$ cat src/rtl/regfile_wb_arbiter.sv
// Register-file write-port arbiter: the ALU writeback always wins, while loads are queued
// and drained in order. Defining WB_HAZARD_EN adds the read-address hazard ports.
module regfile_wb_arbiter #(
   parameter int bit_size   = 32,
   parameter int FIFO_DEPTH = 4
) (
   input  logic                        clk,
   input  logic                        rst,
   input  logic                        alu_we,
   input  logic [4:0]                  alu_addr,
   input  logic [bit_size-1:0]         alu_data,
   input  logic                        mem_valid,
   output logic                        mem_ready,
   input  logic [4:0]                  mem_addr,
   input  logic [bit_size-1:0]         mem_data,
`ifdef WB_HAZARD_EN
   input  logic [4:0]                  Read_addr_1,
   input  logic [4:0]                  Read_addr_2,
   output logic                        hazard_1,
   output logic                        hazard_2,
`endif
   output logic                        RegWrite,
   output logic [4:0]                  Write_addr,
   output logic [bit_size-1:0]         Write_data,
   output logic [$clog2(FIFO_DEPTH):0] pend_count
);
   localparam int PW = $clog2(FIFO_DEPTH);
   localparam int CW = PW + 1;
   localparam logic [CW-1:0] DEPTH_C = CW'(FIFO_DEPTH);

   logic [4:0]            addr_mem [FIFO_DEPTH];
   logic [bit_size-1:0]   data_mem [FIFO_DEPTH];
   logic [FIFO_DEPTH-1:0] live_q, live_d;
   logic [PW-1:0]         rd_ptr_q, rd_ptr_d, wr_ptr_q, wr_ptr_d;
   logic [CW-1:0]         count_q, count_d;
   logic                  we_q, we_d;
   logic [4:0]            waddr_q, waddr_d;
   logic [bit_size-1:0]   wdata_q, wdata_d;
   logic                  alu_req, accept, load_live, push, pop, direct;

   assign mem_ready = rst && (count_q < DEPTH_C);
   assign accept    = mem_valid && mem_ready;
   assign alu_req   = alu_we && (alu_addr != 5'd0);
   // A same-cycle ALU write to the same register is younger, so that load is dropped.
   assign load_live = accept && (mem_addr != 5'd0) && !(alu_req && (alu_addr == mem_addr));

   always_comb begin
      we_d    = 1'b0;
      waddr_d = waddr_q;
      wdata_d = wdata_q;
      pop     = 1'b0;
      direct  = 1'b0;
      if (alu_req) begin
         we_d    = 1'b1;
         waddr_d = alu_addr;
         wdata_d = alu_data;
      end else if (count_q != '0) begin
         pop  = 1'b1;
         we_d = live_q[rd_ptr_q];
         if (live_q[rd_ptr_q]) begin
            waddr_d = addr_mem[rd_ptr_q];
            wdata_d = data_mem[rd_ptr_q];
         end
      end else if (load_live) begin
         direct  = 1'b1;
         we_d    = 1'b1;
         waddr_d = mem_addr;
         wdata_d = mem_data;
      end
      push     = load_live && !direct;
      rd_ptr_d = pop  ? rd_ptr_q + PW'(1) : rd_ptr_q;
      wr_ptr_d = push ? wr_ptr_q + PW'(1) : wr_ptr_q;
      count_d  = count_q + CW'(push) - CW'(pop);
   end

   // Live bits are cleared on pop so that a set bit always marks an occupied, unkilled slot.
   for (genvar gi = 0; gi < FIFO_DEPTH; gi++) begin : g_live
      assign live_d[gi] = (push && (wr_ptr_q == PW'(gi))) ||
                          (live_q[gi] &&
                           !(alu_req && (addr_mem[gi] == alu_addr)) &&
                           !(pop && (rd_ptr_q == PW'(gi))));
   end

   always_ff @(posedge clk) begin
      if (push) begin
         addr_mem[wr_ptr_q] <= mem_addr;
         data_mem[wr_ptr_q] <= mem_data;
      end
   end

   always_ff @(posedge clk or negedge rst) begin
      if (!rst) begin
         live_q   <= '0;
         rd_ptr_q <= '0;
         wr_ptr_q <= '0;
         count_q  <= '0;
         we_q     <= 1'b0;
         waddr_q  <= '0;
         wdata_q  <= '0;
      end else begin
         live_q   <= live_d;
         rd_ptr_q <= rd_ptr_d;
         wr_ptr_q <= wr_ptr_d;
         count_q  <= count_d;
         we_q     <= we_d;
         waddr_q  <= waddr_d;
         wdata_q  <= wdata_d;
      end
   end

   assign RegWrite   = we_q;
   assign Write_addr = waddr_q;
   assign Write_data = wdata_q;
   assign pend_count = count_q;

`ifdef WB_HAZARD_EN
   logic [FIFO_DEPTH-1:0] q_hit_1, q_hit_2;
   for (genvar gi = 0; gi < FIFO_DEPTH; gi++) begin : g_hit
      assign q_hit_1[gi] = live_q[gi] && (addr_mem[gi] == Read_addr_1);
      assign q_hit_2[gi] = live_q[gi] && (addr_mem[gi] == Read_addr_2);
   end
   assign hazard_1 = rst && (Read_addr_1 != 5'd0) &&
                     ((|q_hit_1) || (we_q && (waddr_q == Read_addr_1)));
   assign hazard_2 = rst && (Read_addr_2 != 5'd0) &&
                     ((|q_hit_2) || (we_q && (waddr_q == Read_addr_2)));
`endif
endmodule

$ cat config.mk
export PLATFORM = sky130hd
export DESIGN_NAME = regfile_wb_arbiter
export DESIGN_NICKNAME = d
export VERILOG_FILES = /design/src/rtl/regfile_wb_arbiter.sv
export SDC_FILE = /design/constraint.sdc
export NUM_CORES = 1
export LEC_CHECK = 0
export CAP_MARGIN = 30
export CORE_MARGIN = 10
export CORE_UTILIZATION = 49
export CTS_BUF_LIST = sky130_fd_sc_hd__clkbuf_8 sky130_fd_sc_hd__clkbuf_16
export CTS_CLUSTER_DIAMETER = 40
export DETAILED_ROUTE_END_ITERATION = 12
export GPL_ROUTABILITY_DRIVEN = 0
export PLACE_DENSITY = 0.75
export SETUP_SLACK_MARGIN = 0.1
export SLEW_MARGIN = 25
export SYNTH_ARGS = -nofsm -noshare
export SYNTH_HDL_FRONTEND = slang
export SYNTH_SLANG_ARGS = --single-unit
$ cat constraint.sdc
create_clock -name clk -period 2.3 [get_ports clk]
set_input_delay 0.46 -clock clk [delete_from_list [all_inputs] [get_ports clk]]
set_output_delay 0.46 -clock clk [all_outputs]
set_load 0.03 [all_outputs]
* After elaboration in Yosys (flattened, before gate mapping)
Memory sizes are Yosys's and may differ from the RTL's. Index checks and enable logic that the tools add are counted.
Operators by class: add/sub/neg operators 4, magnitude comparators 2, equal/unequal tests 12, mux-type cells 19, reductions and logical operators 48
Operator list (count):
- 32-bit two-way mux | 4
- 1-bit logical AND | 27
- 5-bit equality test | 5
- 5-bit two-way mux | 4
- 1-bit logical NOT | 10
- 1-bit two-way mux | 10
- 5-bit nonzero test | 2
- 2-bit equality test (second input constant) | 4
- 3-bit nonzero test | 2
- 2-bit by 1-bit adder with 2-bit output (second input constant) | 2
- 2-bit by 1-bit equality test with 1-bit output (second input constant) | 2
- 2-bit logical NOT | 2
- 1-bit logical OR | 4
- 3-bit by 1-bit adder with 3-bit output | 1
- 2-bit by 3-bit less-than comparator with 1-bit output (second input constant) | 1
- 3-bit less-than comparator (second input constant) | 1
- 3-bit by 2-bit inequality test with 1-bit output (second input constant) | 1
- 3-bit by 1-bit subtractor with 3-bit output | 1
- 1-bit binary-select mux with 2-bit select | 1
- 2-bit AND reduction | 1
Word-level totals: register bits after elaboration 49, RAM bits 148, input bits 78, output and inout bits 42, word-level logic and storage cells 94, memories 2
Memories:
- data_mem | words 4, bits a word 32, rd ports 1, clocked after memory_dff 0, write ports 1, RTL line 32 | logic [bit_size-1:0] data_mem [FIFO_DEPTH];
- addr_mem | words 4, bits a word 5, rd ports 5, clocked after memory_dff 0, write ports 1, RTL line 31 | logic [4:0] addr_mem [FIFO_DEPTH];

* Depth between registers and ports, before layout
depth in word-level cells 12, gate-level depth with buffers 12, depth with buffers taken out 10

* Worst setup path before layout
No wires, ideal clock.
path kind input port to flip-flop, start input port alu_addr[2], end memory addr_mem[0][0], enable pin, setup time 0.398 ns, arrival 2.694 ns, required time 1.902 ns, path slack -0.792 ns, stages on the path 7, buffers on the path 2, cells stage by stage buf_4 -> or4_4 -> o21ai_4 -> nor4_1 -> a211oi_2 -> buf_4 -> and2_1
On the way: cells in the longest elaborated chain, start to end 12, elaborated cells on any way between the ends 13, those cells by class 1 x eq/ne; 5 x mux; 7 x reduce/logical
RTL lines:
- from (decl) | RTL line 10 | input logic [4:0] alu_addr,
- 5-bit nonzero test | RTL line 43 | assign alu_req = alu_we && (alu_addr != 5'd0);
- 1-bit logical AND | RTL line 43
- 1-bit logical AND | RTL line 45 | assign load_live = accept && (mem_addr != 5'd0) && !(alu_req && (alu_addr == mem_addr));
- 1-bit logical NOT | RTL line 45
- 1-bit logical AND | RTL line 45
- 1-bit two-way mux | RTL line 64 | end else if (load_live) begin
- 1-bit two-way mux | RTL line 57 | end else if (count_q != '0) begin
- 1-bit two-way mux | RTL line 53 | if (alu_req) begin
- 1-bit logical NOT | RTL line 70 | push = load_live && !direct;
- 1-bit logical AND (*) | RTL line 70
- 1-bit two-way mux (*) | RTL line 85 | if (push) begin
- 1-bit two-way mux (not written as such) (*) | RTL line 86 | addr_mem[wr_ptr_q] <= mem_addr;
- to (decl) | RTL line 31
Mark *: on every way between the ends. The rest lies on a longest branch, timed or not.

* Worst setup path after layout
start input port alu_addr[2], end register count_q[2], in the netlist pend_count[2]
On the way: cells in the longest elaborated chain, start to end 12, elaborated cells on any way between the ends 14, those cells by class 2 x add/sub; 1 x eq/ne; 4 x mux; 7 x reduce/logical
RTL lines:
- 5-bit nonzero test | RTL line 43
- 1-bit logical AND | RTL line 43
- 1-bit logical AND | RTL line 45
- 1-bit logical NOT | RTL line 45
- 1-bit logical AND | RTL line 45
- 1-bit two-way mux | RTL line 64
- 1-bit two-way mux | RTL line 57
- 1-bit two-way mux | RTL line 53
- 1-bit logical NOT | RTL line 70
- 1-bit logical AND | RTL line 70
- 3-bit by 1-bit adder with 3-bit output | RTL line 73 | count_d = count_q + CW'(push) - CW'(pop);
- 3-bit by 1-bit subtractor with 3-bit output (*) | RTL line 73
- net count_d[2] | RTL line 35 | logic [CW-1:0] count_q, count_d;
- to (signal assigned) | RTL line 104 | count_q <= count_d;
- to (decl) | RTL line 35
The timed path passes the listed nets; every way through them passes the cells marked *. A chain may end at the register's enable or synchronous reset.

==> results.ini <==
[timing]
setup_slack_ns = 0.0185
drv_slew = 0
finalCritPeriodShare_pct = 99.2
fmax_ghz = 0.438
skew_ns = 0.00668
max-slew-margin-rel_pct = 51.6
hold_viol = 0
setup_viol = 0
rsz0062_at_grt = true
layout_min_cycle_time_ns = 2.28
worst_pin_slew_ns = 0.727

[synth]
synthesis.nets = 665
synth-seq-cells = 197
ys_seq_area_share_pct = 67.4
yosysWarningCount = 0
ys_types = 36
syn_area_sq_um = 8410
async_flop_share_pct = 24.9
syn_area_per_cell_sq_um = 14.6
syn_inst = 576
ys.flop_type = edfxtp_1
synth-edff-count = 148

[final_layout]
nets = 819
syn2layout_area_growth_pct = 29.4
n_fill_cell = 1167
drive_above_1_share_pct = 19.9

[worst_setup_path]
cp-end-kind = flip-flop
cp_max_fo = 2
critical-path-slowest-cell = or4_4
path_buf_inv = 3
cp.arrival_ns = 2.60
cp_slowest_stage_delay_ns = 0.55
start_kind = primary input
path_class = primary input to flip-flop
critPathTopFamily = adder cells
required_ns = 2.61
cp_cell_sequence = buf_8, or4_4, o21ai_4, nor4_4, a211oi_2, inv_2, ha_4, inv_2, ha_4, fa_2, xnor2_2

[global_routing]
grt_max_degree = 50
grt_overflow = 0
grt_pass1_wl_um = 31200
grt_pass1_vias = 5673
grt_antenna_before_repair = 2
grt_util_all_layers_pct = 18.1

[cts]
cts_max_level = 4
clock_latency_ns = 0.43
cts_tree = done
cts.sinks = 197
clock-root-buffer = clkbuf_16
clockBufferDepth = 2
numCtsBuffers = 17
clk_pin_slew_ns = 0.06

[floorplan]
core_sq_um = 16700
ios = 120
dieWidth_um = 151
rows = 47
die_area_sq_um = 22800
initial_utilization_pct = 50.4
die_height_um = 151

[status]
outcome = completed

[route]
viasPerCell = 5.53
totalWireLength_um = 20500
via_count = 5324
ant_nets = 0
wire_per_inst_um = 21.3
dr.first_iter.drc_count = 475
firstDrtPassIters = 5
drc = 0

[power_and_ir_drop]
p_switching_uw = 4300
pwr-share-seq_pct = 38.7
p_per_area_nw_per_um2 = 1150
p_int_uw = 8210
finalPower_uw = 12500
power_switching_share_pct = 34.4
leakage_uw = 0.00391
clockPowerShare_pct = 21.4
peakVddDrop_v = 0.000652
p_comb_share_pct = 39.9

[placed_design]
dpl.hpwl_um = 13600
place_ws_ns = -0.857
io_buffer_count = 119

[hold_path]
hold_path_class = primary input to asynchronous set/reset pin

[job]
max-cap-violations = 0

registers in the layout, indices dropped and copies added (netlist names):
name	cells
Write_addr	5
pend_count	3
data_mem	128
live_q	4
RegWrite	1
Write_data	32
rd_ptr_q	2
addr_mem	20
wr_ptr_q	2
cell usage in the layout (no fill, tap or decap), types with 2 or more instances in the layout:
cell / netlist / layout
buf_2: 11 / 3
dlygate4sd2_1: 0 / 7
ha_1: 10 / 8
nand4_1: 4 / 4
inv_1: 8 / 11
inv_2: 0 / 2
dfrtp_2: 0 / 3
a32oi_1: 2 / 2
buf_6: 5 / 5
clkbuf_16: 0 / 22
dfrtp_1: 49 / 46
o21ai_0: 36 / 36
nand2_1: 76 / 76
ha_4: 0 / 2
a21oi_1: 35 / 35
xor2_1: 15 / 15
nor2_1: 37 / 37
xnor2_1: 14 / 13
nand3_1: 38 / 38
and2_4: 0 / 4
nor3_1: 5 / 4
clkdlybuf4s50_1: 0 / 106
mux4_2: 38 / 38
clkinvlp_4: 0 / 2
or4_4: 1 / 2
edfxtp_1: 148 / 148
buf_8: 0 / 4
a31oi_1: 2 / 2
buf_4: 9 / 34
a32o_1: 4 / 4
clkinv_2: 0 / 4
buf_12: 0 / 9
power by group through the flow:
stage	Sequential (uW)	Combinational (uW)	Clock (uW)
after global routing	4910	5400	2880
after global placement	4860	4750	0
final	4840	5000	2680
after CTS	4840	4950	2720
after floorplan	5490	2420	0
after detailed placement	4900	4870	0
final timing paths:
path | from | endpoint | slack [ns] | cells after the start
max in group asynchronous | rst | pend_count[2]$_DFF_PN0_ | 1.52 | 2
worst min-delay path | rst | Write_data[9]$_DFFE_PN0P_ | 0.23 | 2
worst max-delay path | alu_addr[2] | pend_count[2]$_DFF_PN0_ | 0.02 | 11
worst max register to register | pend_count[2]$_DFF_PN0_ | pend_count[2]$_DFF_PN0_ | 0.06 | 9
min in group clk | mem_addr[2] | addr_mem[2][2]$_DFFE_PP_ | 0.44 | 1
worst min register to register | Write_data[31]$_DFFE_PN0P_ | Write_data[31]$_DFFE_PN0P_ | 0.53 | 2
worst reg2reg max path: cells and delay by family, from the launching register on:
kind / cells / cell delay (ns)
compound gates: 2 / 0.44
xor+xnor: 1 / 0.14
fa+ha+maj: 3 / 0.77
buf+inv: 2 / 0.11
flops: 1 / 0.46
simple gates: 1 / 0.20
synth_stat cells, types with 2 or more instances:
cell type / n / share of area [%]
a21oi_1: 35 / 2.1
a31oi_1: 2 / 0.15
a32o_1: 4 / 0.48
a32oi_1: 2 / 0.21
and2_1: 4 / 0.30
buf_2: 11 / 0.65
buf_4: 9 / 0.80
buf_6: 5 / 0.67
clkbuf_1: 12 / 0.54
dfrtp_1: 49 / 15
edfxtp_1: 148 / 53
ha_1: 10 / 1.5
inv_1: 8 / 0.36
mux4_2: 38 / 10
nand2_1: 76 / 3.4
nand3_1: 38 / 2.3
nand4_1: 4 / 0.30
nor2_1: 37 / 1.7
nor3_1: 5 / 0.30
o21ai_0: 36 / 2.1
xnor2_1: 14 / 1.5
xor2_1: 15 / 1.6
layer usage:
layer	GRT usage, %	up-vias	wire [um]	share of wire [%]
met5	0	-	11	0.054
met4	7.41	2	321	1.6
met3	5.25	27	1620	7.9
met2	29.6	203	10300	50
met1	22.2	2640	8230	40
li1	-	2452	-	-
per-stage QoR:
stage | TNS (ns) | area (sq um) | hold slack (ns) | utilization, % | cells
after floorplan | -66.89 | 8460 | 0.164 | - | 576
after global routing | -0.0189 | 10900 | 0.277 | 65.2 | 962
after detailed placement | -121.95 | 10100 | 0.515 | 60.7 | 921
final | 0 | 10900 | 0.229 | 65.2 | 963
after CTS | 0 | 10700 | 0.272 | 64.1 | 954
after global placement | -117.00 | 10100 | 0.502 | 60.7 | 921
final cells by class:
cell class	count	area, sq um	share of cell area (%)
well taps	220	275	2.53
multi-input cells	333	2570	23.6
repair buffers	173	1810	16.7
inverters	8	30.0	0.276
diodes	1	2.50	0.0230
clock inverters	14	101	0.931
clock buffers	17	425	3.91
flip-flops and latches	197	5670	52.1
timing repair:
item,CTS,global route
pin swaps,5,1
cloned,0,6
endpoints found under the setup margin,174,147
resized for setup,33,13
buffers inserted,2,3
hold buffers,0,0
cells by family after synthesis:
| kind of cell | Yosys count | share of synthesized area [%] |
|---|---|---|
| flip-flops | 197 | 67.4 |
| AND/OR/NAND/NOR | 170 | 8.77 |
| AO/OA/AOI/OAI | 84 | 5.73 |
| buffers and inverters | 46 | 3.06 |
| multiplexers | 39 | 10.3 |
| XOR/XNOR | 29 | 3.02 |
| adder cells (fa/ha/maj) | 11 | 1.72 |
Power figures use the tool's default switching activity.
